`config.mk`:
```
export PLATFORM = sky130hd
export DESIGN_NAME = screen_draw_writer_flat
export DESIGN_NICKNAME = d
export VERILOG_FILES = /design/src/rtl/screen_pkg.sv /design/src/rtl/screen_draw_writer_if.sv /design/src/rtl/screen_wr_addr_gen.sv /design/src/rtl/screen_draw_writer.sv /design/src/flat_wrapper.sv
export SDC_FILE = /design/constraint.sdc
export NUM_CORES = 1
export LEC_CHECK = 0
export ABC_AREA = 1
export CORE_ASPECT_RATIO = 0.7
export CORE_UTILIZATION = 40
export DETAILED_ROUTE_END_ITERATION = 6
export PLACE_DENSITY = 0.65
export REMOVE_ABC_BUFFERS = 1
export SYNTH_ARGS = -nofsm -noshare
export SYNTH_HDL_FRONTEND = slang
export SYNTH_SLANG_ARGS = --single-unit
```
`constraint.sdc`:
```
create_clock -name clk -period 3.6 [get_ports clk]
set_clock_uncertainty 0.05 [all_clocks]
set_input_delay 0.72 -clock clk [delete_from_list [all_inputs] [get_ports clk]]
set_output_delay 0.72 -clock clk [all_outputs]
set_load 0.02 [all_outputs]
```
`src/rtl/screen_pkg.sv`:
```
// Shared definitions for the screen RAM producer, the RAM itself and the VGA reader.
package screen_pkg;
  localparam int SCR_ADDR_W = 11;
  localparam int SCR_DATA_W = 8;
  localparam int SCR_DEPTH  = 2048;

  typedef enum logic [1:0] {
    OP_WRITE   = 2'b00,
    OP_FILL    = 2'b01,
    OP_CLEAR   = 2'b10,
    OP_PATTERN = 2'b11
  } op_e;

  typedef enum logic [1:0] {
    ST_IDLE = 2'b00,
    ST_RUN  = 2'b01,
    ST_DONE = 2'b10
  } state_e;
endpackage

```
`src/rtl/screen_draw_writer_if.sv`:
```
// Command handshake, RAM write port and status of the screen draw writer.
interface screen_draw_if #(
  parameter int ADDR_W = screen_pkg::SCR_ADDR_W,
  parameter int DATA_W = screen_pkg::SCR_DATA_W
) ();
  logic              cmd_valid;
  logic              cmd_ready;
  logic [1:0]        cmd_op;
  logic [ADDR_W-1:0] cmd_addr;
  logic [ADDR_W:0]   cmd_len;
  logic [DATA_W-1:0] cmd_data;
  logic              wr_en;
  logic [ADDR_W-1:0] wr_addr;
  logic [DATA_W-1:0] wr_data;
  logic              busy;
  logic              done;

  modport master (
    output cmd_valid, cmd_op, cmd_addr, cmd_len, cmd_data,
    input  cmd_ready, wr_en, wr_addr, wr_data, busy, done
  );
  modport slave (
    input  cmd_valid, cmd_op, cmd_addr, cmd_len, cmd_data,
    output cmd_ready, wr_en, wr_addr, wr_data, busy, done
  );
endinterface

```
`src/rtl/screen_wr_addr_gen.sv`:
```
// Wrapping write-address counter and remaining-word counter for one burst.
module screen_wr_addr_gen #(
  parameter int ADDR_W = 11,
  parameter int DEPTH  = 2048
) (
  input  logic              clk,
  input  logic              rst_n,
  input  logic              load_i,
  input  logic              step_i,
  input  logic [ADDR_W-1:0] start_i,
  input  logic [ADDR_W:0]   count_i,
  output logic [ADDR_W-1:0] addr_o,
  output logic              last_o
);
  localparam logic [ADDR_W-1:0] ADDR_MAX = ADDR_W'(DEPTH - 1);

  logic [ADDR_W-1:0] addr_q, addr_d;
  logic [ADDR_W:0]   cnt_q, cnt_d;

  always_comb begin
    addr_d = addr_q;
    cnt_d  = cnt_q;
    if (load_i) begin
      addr_d = ADDR_W'(32'(start_i) % DEPTH);
      cnt_d  = count_i;
    end else if (step_i) begin
      addr_d = (addr_q == ADDR_MAX) ? '0 : addr_q + ADDR_W'(1);
      cnt_d  = cnt_q - (ADDR_W+1)'(1);
    end
  end

  always_ff @(posedge clk or negedge rst_n) begin
    if (!rst_n) begin
      addr_q <= '0;
      cnt_q  <= '0;
    end else begin
      addr_q <= addr_d;
      cnt_q  <= cnt_d;
    end
  end

  assign addr_o = addr_q;
  assign last_o = (cnt_q == (ADDR_W+1)'(1));
endmodule

```
`src/rtl/screen_draw_writer.sv`:
```
// Turns WRITE/FILL/CLEAR/PATTERN commands into bursts of single-cycle screen RAM writes.
// SCREEN_WR_PATTERN_EN enables the incrementing PATTERN op; otherwise PATTERN only pulses done.
import screen_pkg::*;

module screen_draw_writer #(
  parameter int                ADDR_W    = SCR_ADDR_W,
  parameter int                DATA_W    = SCR_DATA_W,
  parameter int                DEPTH     = SCR_DEPTH,
  parameter logic [DATA_W-1:0] CLEAR_VAL = '0
) (
  input logic         clk,
  input logic         rst_n,
  screen_draw_if.slave bus
);
  localparam logic [ADDR_W:0] DEPTH_CNT = (ADDR_W+1)'(DEPTH);

  state_e            state_q, state_d;
  op_e               op;
  logic [ADDR_W:0]   len_sat, eff_cnt;
  logic [ADDR_W-1:0] start_addr;
  logic              load, step, last;
  logic              pat_q, pat_d;
  logic              wr_en_q, done_q;
  logic [DATA_W-1:0] wr_data_q, wr_data_d;

  assign op      = op_e'(bus.cmd_op);
  assign len_sat = (bus.cmd_len > DEPTH_CNT) ? DEPTH_CNT : bus.cmd_len;

  always_comb begin
    eff_cnt    = '0;
    start_addr = bus.cmd_addr;
    case (op)
      OP_WRITE: eff_cnt = (ADDR_W+1)'(1);
      OP_FILL:  eff_cnt = len_sat;
      OP_CLEAR: begin
        eff_cnt    = DEPTH_CNT;
        start_addr = '0;
      end
      OP_PATTERN: begin
`ifdef SCREEN_WR_PATTERN_EN
        eff_cnt = len_sat;
`else
        eff_cnt = '0;
`endif
      end
      default: eff_cnt = '0;
    endcase
  end

  always_comb begin
    state_d   = state_q;
    load      = 1'b0;
    step      = 1'b0;
    pat_d     = pat_q;
    wr_data_d = wr_data_q;
    case (state_q)
      ST_IDLE: if (bus.cmd_valid) begin
        load      = 1'b1;
        pat_d     = (op == OP_PATTERN);
        wr_data_d = (op == OP_CLEAR) ? CLEAR_VAL : bus.cmd_data;
        state_d   = (eff_cnt == '0) ? ST_DONE : ST_RUN;
      end
      ST_RUN: begin
        if (last) state_d = ST_DONE;
        else begin
          step = 1'b1;
          if (pat_q) wr_data_d = wr_data_q + DATA_W'(1);
        end
      end
      ST_DONE: state_d = ST_IDLE;
      default: state_d = ST_IDLE;
    endcase
  end

  // Strobes are registered from the next state so they line up with the counter outputs.
  always_ff @(posedge clk or negedge rst_n) begin
    if (!rst_n) begin
      state_q   <= ST_IDLE;
      pat_q     <= 1'b0;
      wr_en_q   <= 1'b0;
      done_q    <= 1'b0;
      wr_data_q <= '0;
    end else begin
      state_q   <= state_d;
      pat_q     <= pat_d;
      wr_en_q   <= (state_d == ST_RUN);
      done_q    <= (state_d == ST_DONE);
      wr_data_q <= wr_data_d;
    end
  end

  screen_wr_addr_gen #(.ADDR_W(ADDR_W), .DEPTH(DEPTH)) u_addr_gen (
    .clk     (clk),
    .rst_n   (rst_n),
    .load_i  (load),
    .step_i  (step),
    .start_i (start_addr),
    .count_i (eff_cnt),
    .addr_o  (bus.wr_addr),
    .last_o  (last)
  );

  assign bus.busy      = (state_q != ST_IDLE);
  assign bus.cmd_ready = (state_q == ST_IDLE);
  assign bus.wr_en     = wr_en_q;
  assign bus.wr_data   = wr_data_q;
  assign bus.done      = done_q;
endmodule

```
`src/flat_wrapper.sv`:
```
// flat-port wrapper written by rule: the top's interface ports become plain ports
module screen_draw_writer_flat 
#(
  parameter int                ADDR_W    = SCR_ADDR_W,
  parameter int                DATA_W    = SCR_DATA_W,
  parameter int                DEPTH     = SCR_DEPTH,
  parameter logic [DATA_W-1:0] CLEAR_VAL = '0
)
  (clk, rst_n, bus_cmd_valid, bus_cmd_op, bus_cmd_addr, bus_cmd_len, bus_cmd_data, bus_cmd_ready, bus_wr_en, bus_wr_addr, bus_wr_data, bus_busy, bus_done);
  screen_draw_if #(.ADDR_W(ADDR_W), .DATA_W(DATA_W)) bus_i ();
  input logic clk;
  input logic rst_n;
  input wire logic [$bits(bus_i.cmd_valid)-1:0] bus_cmd_valid;
  input wire logic [$bits(bus_i.cmd_op)-1:0] bus_cmd_op;
  input wire logic [$bits(bus_i.cmd_addr)-1:0] bus_cmd_addr;
  input wire logic [$bits(bus_i.cmd_len)-1:0] bus_cmd_len;
  input wire logic [$bits(bus_i.cmd_data)-1:0] bus_cmd_data;
  output wire logic [$bits(bus_i.cmd_ready)-1:0] bus_cmd_ready;
  output wire logic [$bits(bus_i.wr_en)-1:0] bus_wr_en;
  output wire logic [$bits(bus_i.wr_addr)-1:0] bus_wr_addr;
  output wire logic [$bits(bus_i.wr_data)-1:0] bus_wr_data;
  output wire logic [$bits(bus_i.busy)-1:0] bus_busy;
  output wire logic [$bits(bus_i.done)-1:0] bus_done;
  assign bus_i.cmd_valid = bus_cmd_valid;
  assign bus_i.cmd_op = bus_cmd_op;
  assign bus_i.cmd_addr = bus_cmd_addr;
  assign bus_i.cmd_len = bus_cmd_len;
  assign bus_i.cmd_data = bus_cmd_data;
  assign bus_cmd_ready = bus_i.cmd_ready;
  assign bus_wr_en = bus_i.wr_en;
  assign bus_wr_addr = bus_i.wr_addr;
  assign bus_wr_data = bus_i.wr_data;
  assign bus_busy = bus_i.busy;
  assign bus_done = bus_i.done;
  screen_draw_writer #(.ADDR_W(ADDR_W), .DATA_W(DATA_W), .DEPTH(DEPTH), .CLEAR_VAL(CLEAR_VAL)) u_core (.clk(clk), .rst_n(rst_n), .bus(bus_i));
endmodule
```
# == Word-level counts from Yosys, hierarchy flattened ==
# Cells that the tools add are included.
# word_totals
out_inout_bits,23
rom_bits,0
latchBits,0
reg_bits,36
ramBits,0
inputBits,36
n_memories,0
word_cells,51
# classes
n_bitwise,0
eq_ne,11
n_shift,0
n_div,0
add_sub_neg,3
multipliers,0
n_mux,21
n_lt_le_gt_ge,1
n_reduce_logical,8
# op_table
cell,n
12-bit case mux with 4 select lines,1
11-bit 2-to-1 mux,4
12-bit 2-to-1 mux,3
8-bit 2-to-1 mux,4
8-bit case mux with 2 select lines,1
"12-bit by 1-bit == test with 1-bit output, second input constant",1
"12-bit > comparator, second input constant",1
12-bit zero test,1
"12-bit by 1-bit subtractor with 12-bit output, second input constant",1
"11-bit by 1-bit adder with 11-bit output, second input constant",1
"11-bit == test, second input constant",1
"8-bit by 1-bit adder with 8-bit output, second input constant",1
"2-bit by 1-bit == test with 1-bit output, second input constant",3
"2-bit == test, second input constant",3
2-bit 2-to-1 mux,3
2-bit nonzero test,3
2-bit zero test,2
1-bit 2-to-1 mux,4
"2-bit != test, second input constant",2
2-bit case mux with 2 select lines,1
4-bit AND reduction,1
"2-bit by 1-bit != test with 1-bit output, second input constant",1
2-bit AND reduction,1

# == Logic depth before layout (Yosys ltp) ==
# Gate-level depths: netlist of the first run.
# logic_depth
word_depth,8
mapped_depth,12
depth_no_buf,11

# == Hierarchy ==
# Synthesis of the first run repeated with hierarchy kept, for this count alone.
# hier_totals
hier_cells,392
hier_area_um2,2617.5
# modules_own_cells
module,seq_area_each_um2,instances,cells_per_inst,area_per_inst_um2
screen_wr_addr_gen,575.6,1,208,1515.2
screen_draw_writer,325.3,1,184,1102.3

# == Least setup slack after synthesis of the first run ==
# No wires, ideal clock.
# synth_path
kind,input to register
from,input bus_cmd_len[1]
to,register u_core.wr_en_q (netlist: u_core.bus.wr_en)
path_slack_ns,1.914
path_buffers,1
required_ns,3.436
setup_ns,0.114
t_arrival_ns,1.522
cell_stages,12
path_cell_list,inv_1 > nand2_1 > nor2_1 > nand2_1 > nand2_2 > buf_4 > o21ai_1 > nand2_1 > nor2_1 > nand3_1 > nand2_1 > inv_1
# synth_between
elab_chain_cells,8
# synth_rtl
item,line_no,text
start: declaration,flat_wrapper.sv:16,input wire logic [$bits(bus_i.cmd_len)-1:0] bus_cmd_len;
12-bit > comparator,screen_draw_writer.sv:27,assign len_sat = (bus.cmd_len > DEPTH_CNT) ? DEPTH_CNT : bus.cmd_len;
12-bit 2-to-1 mux *,screen_draw_writer.sv:27,
12-bit case mux with 4 select lines *,screen_draw_writer.sv:32,case (op)
12-bit zero test *,screen_draw_writer.sv:61,state_d = (eff_cnt == '0) ? ST_DONE : ST_RUN;
2-bit 2-to-1 mux *,screen_draw_writer.sv:61,
2-bit 2-to-1 mux *,screen_draw_writer.sv:57,ST_IDLE: if (bus.cmd_valid) begin
2-bit case mux with 2 select lines *,screen_draw_writer.sv:56,case (state_q)
2-bit by 1-bit == test with 1-bit output *,screen_draw_writer.sv:86,wr_en_q <= (state_d == ST_RUN);
end signal: assignment,screen_draw_writer.sv:86,
end: declaration,screen_draw_writer.sv:23,"logic wr_en_q, done_q;"
# Mark *: on every way between the ends. The rest lies on a longest branch, timed or not.
# A chain may end at the register's enable or synchronous reset.

# == Final worst setup path of the first run ==
# layout_path
from,register u_core.state_q[1]
to,output bus_cmd_ready
# layout_between
elab_chain_cells,1
# layout_rtl
item,line_no,text
start: declaration,screen_draw_writer.sv:17,"state_e state_q, state_d;"
start signal: assignment,screen_draw_writer.sv:84,state_q <= state_d;
2-bit zero test,screen_draw_writer.sv:104,assign bus.cmd_ready = (state_q == ST_IDLE);
end: declaration,flat_wrapper.sv:18,output wire logic [$bits(bus_i.cmd_ready)-1:0] bus_cmd_ready;
# No other way between the ends.

==> results.md, run 1 <==
- Status: finished, violations left
- Violated checks: DRC
- IO Count: 59
- YS warnings: 0
- Fill cell count: 616
- Metal2 WL: 2829 um
- Final setup TNS: 0 ns
- Antenna Violating Nets Remaining: 0
- Post-synth EDFFs: 0
- Hold Buf Count CTS: 0
- Final min period: 2.316 ns
- Area grow syn2layout: 25.24%
- Final Cell Area: 3259 um2
- Vias in the first global route: 2343
- Mapped Area: 2602 um2
- Die outline area: 6838 um2
- Final hold violation count: 0
- Routability congestion estimate: 0.8881
- Multi-input logic area: 1431 um2
- Critical path class: reg -> out
- TritonCTS Buffers: 5
- Pwr Total: 0.002753 W
- Post-CTS Setup Inserts: 0
- Clk slew on worst S/H paths: 0.07 ns
- Leak: 1.513 nW
- Area leader, netlist: dfrtp_1
- Normalized max-slew margin: 44.95%
- Reg power frac: 29.9%
- Drt first-iter violations: 115
- ANT cells: 0
- DRT Pass-1 Iters: 7
- Clk pwr share: 10.0%
- Most frequent cell after synthesis: nand2_1
- Commonest cells post-synth: nand2_1 (81), nor2_1 (46), dfrtp_1 (36)
- Initial core utilization: 41.67%
- DRT Wirelength: 6621 um
- Required time of the critical path: 2.83 ns
- Synth area leaders: dfrtp_1 (35%), nand2_1 (12%), nor2_1 (6.6%)
- Clock Path Buffers: 2
- Max VDD drop: 383.7 uV
- TritonCTS clock tree: yes
- Root Buffer: clkbuf_8
- Storage element area: 900.9 um2
- Internal cell power: 0.001398 W
- Share of the synthesized area in the top cell type: 34.62%
- Port Buffers: 58
- Ratio of cells with drive above 1 in the final layout: 13.63%
- Width of the die: 98.41 um
- Largest net degree at the start of global routing: 37
- Routed length on met1: 3287 um
- Post-synthesis register bit count: 36
- RSZ-0062 raised after global routing: no
- Initial antenna violation count: 0
- CTS resizes: 0
- Max Transition Viols Final: 0
- GRT Overall Usage: 21.06%
- First-pass GRT wire length: 11340 um
- Worst-path fanout max: 3
- DR vias/cell: 5.115
- Site row count: 24
- Worst slew pin tran: 0.8258 ns
- WL met3: 429 um
- Crit start category: register
- Routed WL per cell: 13.54 um
- Final period utilization: 64.33%
- Sw Ratio: 49.22%
- Die Ht: 69.49 um
- CTS H-tree depth: 2
- Final HPWL DP: 5001 um
- Psw: 0.001355 W
- Synth Flop Type: dfrtp_1
- Register area share after synthesis: 34.62%
- Max-cap violations: 0
- Top layer used by detailed routing: met4
- Mapped Cells: 357
- Logic pwr share: 60.1%
- FFs w/ async S/R, synth: 100.0%
- Total global routing overflow: 0
- Clock latency on the worst-skew pair: 0.29 ns
- Critical path data arrival time: 1.55 ns
- Pwr dens: 844.8 nW/um2
- Routed vias: 2501
- Fmax: 0.4318 GHz
- Element type at the critical path end: primary output
- DRC Markers: 3
- Cell Area, Placed: 3182 um2
- Core area: 6246 um2
- Setup-failing EPs final: 0
- Synth unique cells: 43
- Worst hold path type: reg -> reg
- Avg Inst Size Synth: 7.290 um2
- CTS Sinks: 36
- Nets: 451
==> through the flow <==
| step | util [%] | setup slack, ns | hold slack, ns | cells |
|---|---|---|---|---|
| 2_1_floorplan | - | 1.871 | 0.3744 | 346 |
| 4_1_cts | 52.18 | 1.269 | 0.4414 | 489 |
| 3_3_place_gp | 50.94 | 1.218 | 0.4243 | 482 |
| 6_report | 52.18 | 1.284 | 0.4368 | 489 |
| 3_5_place_dp | 50.94 | 1.161 | 0.4210 | 482 |
| 5_1_grt | 52.18 | 1.228 | 0.4988 | 489 |
==> routing by layer <==
layer	vias to the layer above	GRT usage, %
met5	-	0
met4	0	5.804
met3	9	4.940
met2	80	31.30
met1	1131	30.56
li1	1281	-
==> layout make-up <==
| type | count | area share, % |
|---|---|---|
| clock buffer | 6 | 2.226 |
| timing repair buffer | 58 | 17.66 |
| sequential | 36 | 27.64 |
| multi-input combinational | 265 | 43.92 |
| inverter | 45 | 5.413 |
| clock inverter | 1 | 0.1536 |
| tap | 78 | 2.994 |
==> sequential cells by signal (all words and copies together) (netlist names) <==
register,flops
u_core.u_addr_gen.addr_o,11
u_core.state_q,2
u_core.bus.done,1
u_core.bus.wr_data,8
u_core.bus.wr_en,1
u_core.pat_q,1
u_core.u_addr_gen.cnt_q,12
==> logic make-up (layout without fill, tap and decap cells) <==
family                     Yosys count  count (layout)  share of synthesized area [%]
AOI/OAI and AO/OA                   57              57                          14.42
xor gates and xnor gates             6               6                          2.019
adders and majority gates            4               4                          1.923
buffers and inverters               56             110                          10.38
DFF                                 36              36                          34.62
and+or+nand+nor                    198             198                          36.63
==> critical path, stage by stage, from the launching register on <==
cell	delay, ns
dfrtp_1	0.47
nor2_4	0.18
clkdlybuf4s50_1	0.61
==> cell usage in the layout (no fill, tap or decap), types with 5 or more instances in the layout <==
cell type	n
inv_2	10
a21oi_1	10
nand3_1	31
clkbuf_8	5
o21ai_1	12
o21ai_0	9
nand4_1	5
dfrtp_1	36
inv_1	33
nor2_1	46
clkdlybuf4s50_1	57
a31oi_1	9
nand2_1	81
nor2_2	11
==> power groups by stage <==
stage               clock network, W  logic (W)  registers, W
floorplan                          0    0.00100      0.000923
global placement                   0    0.00162      0.000824
detailed placement                 0    0.00166      0.000827
CTS                         0.000281    0.00167      0.000822
global route                0.000301    0.00184      0.000858
finish                      0.000276    0.00165      0.000823
==> worst paths after layout <==
path | startpoint | to | slack (ns) | cells after the start
setup / recovery | u_core.state_q[1] | bus_cmd_ready | 1.28 | 2
hold reg to reg | u_core.u_addr_gen.cnt_q[10] | u_core.u_addr_gen.cnt_q[10] | 0.44 | 2
hold / removal | u_core.u_addr_gen.cnt_q[10] | u_core.u_addr_gen.cnt_q[10] | 0.44 | 2
max in group asynchronous | rst_n | u_core.u_addr_gen.addr_o[10] | 2.51 | 1
setup reg to reg | u_core.u_addr_gen.cnt_q[1] | u_core.u_addr_gen.cnt_q[6] | 1.77 | 10
min in group asynchronous | rst_n | u_core.u_addr_gen.cnt_q[7] | 0.47 | 1
Note: power is estimated with default switching activity, not from simulation.
==> inputs of run 2 (changes only) <==
PLACE_DENSITY = 0.67   (was 0.65)
clock period = 1.92 ns   (was 3.6 ns; I/O delays follow)
==> run 2 against run 1 <==
  * The run now ends clean
  * Highest routed layer unchanged
  * Total power rose by 91%
  * Flip-flop and latch count did not move
  * Worst setup slack got worse by 1.2 ns
  * Count of clock-buffer cells in the layout rose by 2
  * Design area rose by 5.9%
  * Routed wire length rose by 0.63%
  * Die area did not move
  * Clock power rose by 110%
  * Global-route usage fell by 0.27 points
==> results.md, run 2 (synthesis gave the netlist of run 1 again) <==
- Status: finished clean
- DRT Wirelength: 6663 um
- Min-Delay Endpoint: u_core.u_addr_gen.cnt_q[10]
- Drt first-iter violations: 118
- RSZ-0062 raised after global routing: no
- Worst hold path type: reg -> reg
- Hold Startpoint: u_core.u_addr_gen.cnt_q[10]
- Max-cap violations: 0
- ANT cells: 0
- Pwr Total: 0.005252 W
- Final min period: 1.835 ns
- Most frequent cells in the layout: nand2_1 (80), clkdlybuf4s50_1 (55), nor2_1 (46)
- CP max stage delay: 0.65 ns
- R2R depth: 9
- Nets: 471
- Critical path's top delay family: buffers and inverters
- DRC Markers: 0
- R2R setup slack: 0.15 ns
- Element type at the critical path end: primary output
- Max reg flops: 12
- Initial antenna violation count: 0
- Internal cell power: 0.002709 W
- Leak: 1.629 nW
- TritonCTS clock tree: yes
- Antenna Violating Nets Remaining: 0
- Final HPWL DP: 4999 um
- Reg power frac: 29.6%
- TritonCTS Buffers: 5
- First-pass GRT wire length: 11260 um
- Vias in the first global route: 2421
- Required time of the critical path: 1.49 ns
- Ratio of cells with drive above 1 in the final layout: 17.82%
- Setup-failing EPs final: 0
- CTS H-tree depth: 2
- Final setup TNS: 0 ns
- Leading cell type in the layout, fill and taps excluded: nand2_1
- Routed WL per cell: 13.06 um
- Clock latency on the worst-skew pair: 0.29 ns
- Max VDD drop: 693.0 uV
- Crit start category: register
- Worst-path fanout max: 6
- Psw: 0.002543 W
- DR vias/cell: 4.998
- Register bank with the most flops: u_core.u_addr_gen.cnt_q
- Sw Ratio: 48.41%
- Logic pwr share: 59.4%
- Clock Path Buffers: 2
- Pwr dens: 1522 nW/um2
- Final period utilization: 95.56%
- Fmax: 0.5450 GHz
- Total global routing overflow: 0
- Core area: 6246 um2
- Worst path depth: 1
- Critical path cell sequence: clkdlybuf4s50_1
- Critical path class: reg -> out
- Routability congestion estimate: 0.8271
- Largest net degree at the start of global routing: 32
- Buffers & Inverters on Critical Path: 1
- Clk slew on worst S/H paths: 0.07 ns
- Normalized max-slew margin: 69.13%
- Hold-critical path depth: 2
- GRT Overall Usage: 20.79%
- Max Transition Viols Final: 0
- Capturing point of the worst reg2reg path: u_core.u_addr_gen.cnt_q[10]
- Die Ht: 69.49 um
- IO Count: 59
- Slowest stage cell on the critical path: clkdlybuf4s50_1
- Clk pwr share: 11.0%
- Port Buffers: 58
- DRT Pass-1 Iters: 6
- CTS Sinks: 36
- Root Buffer: clkbuf_8
- Width of the die: 98.41 um
- Final hold violation count: 0
- Die outline area: 6838 um2
- Initial core utilization: 41.67%
- Worst slew pin tran: 0.4631 ns
- Area grow syn2layout: 32.60%
- Site row count: 24
- Routed vias: 2549
- Worst R2R Start: u_core.u_addr_gen.cnt_q[1]
- Critical path data arrival time: 1.40 ns
[run 2: changes by cell type in the layout (fill, tap and decap cells not counted), sizes merged]
cell and delta:
dlygate4sd2 +2, dlygate4sd3 +1, clkdlybuf4s50 -2, clkinv -1, buf +19, clkbuf +2
[run 2: timing repair]
item | 4_1_cts | 5_1_grt
setup endpoints to repair | 2 | 3
pin swaps | 0 | 0
resized for setup | 2 | 2
endpoints found under the hold margin | 14 | 0
hold buffers | 1 | 0
buffers inserted | 0 | 0
[run 2: through the flow]
| stage | hold WS, ns | cell area [um2] | util [%] | std cells | worst slack (ns) |
|---|---|---|---|---|---|
| detailed placement | 0.3088 | 3349 | 53.63 | 501 | -0.1419 |
| CTS | 0.4448 | 3447 | 55.19 | 510 | 0.05416 |
| global placement | 0.3069 | 3349 | 53.63 | 501 | -0.1019 |
| global route | 0.4581 | 3451 | 55.25 | 510 | 0.002922 |
| floorplan | 0.03841 | 2509 | - | 346 | 0.3008 |
| finish | 0.4391 | 3451 | 55.25 | 510 | 0.08521 |
[run 2: worst max-delay path by stage]
stage | start | endpoint | slack (ns)
2_1_floorplan | u_core.u_addr_gen.addr_o[1] | u_core.u_addr_gen.addr_o[7] | 0.30
3_3_place_gp | bus_cmd_op[1] | u_core.bus.wr_en | -0.10
3_5_place_dp | bus_cmd_op[0] | u_core.u_addr_gen.addr_o[4] | -0.14
4_1_cts | u_core.u_addr_gen.addr_o[2] | bus_wr_addr[2] | 0.05
5_1_grt | u_core.u_addr_gen.cnt_q[1] | u_core.u_addr_gen.addr_o[1] | 0.003
6_report | u_core.u_addr_gen.addr_o[9] | bus_wr_addr[9] | 0.09
[run 2: cell type report]
| class | count | area [um2] |
|---|---|---|
| Fill cell | 607 | 2795 |
| Multi-Input combinational cell | 265 | 1434 |
| Sequential cell | 36 | 902.1 |
| Timing Repair Buffer | 78 | 750.7 |
| Inverter | 45 | 176.4 |
| Tap cell | 78 | 97.59 |
| Clock buffer | 8 | 90.09 |
[run 2: power by group through the flow]
stage          Combinational (W)  Clock, W  Sequential [W]
6_report                 0.00312  0.000577         0.00156
5_1_grt                  0.00348  0.000622         0.00161
4_1_cts                  0.00313  0.000593         0.00155
3_5_place_dp             0.00314         0         0.00155
3_3_place_gp             0.00307         0         0.00155
2_1_floorplan            0.00188         0         0.00173
[run 2: tightest hold or removal path: cells and delay by family (launching register included)]
family,cells,cell delay (ns)
buf+inv,1,0.05
flops,1,0.34
compound gates,1,0.07
[run 2: routing by layer]
metal	GRT usage [%]	vias up	wire [um]
met4	5.638	0	100
li1	-	1315	-
met3	4.032	10	326
met1	29.42	1150	3410
met5	0	-	0
met2	32.55	74	2826
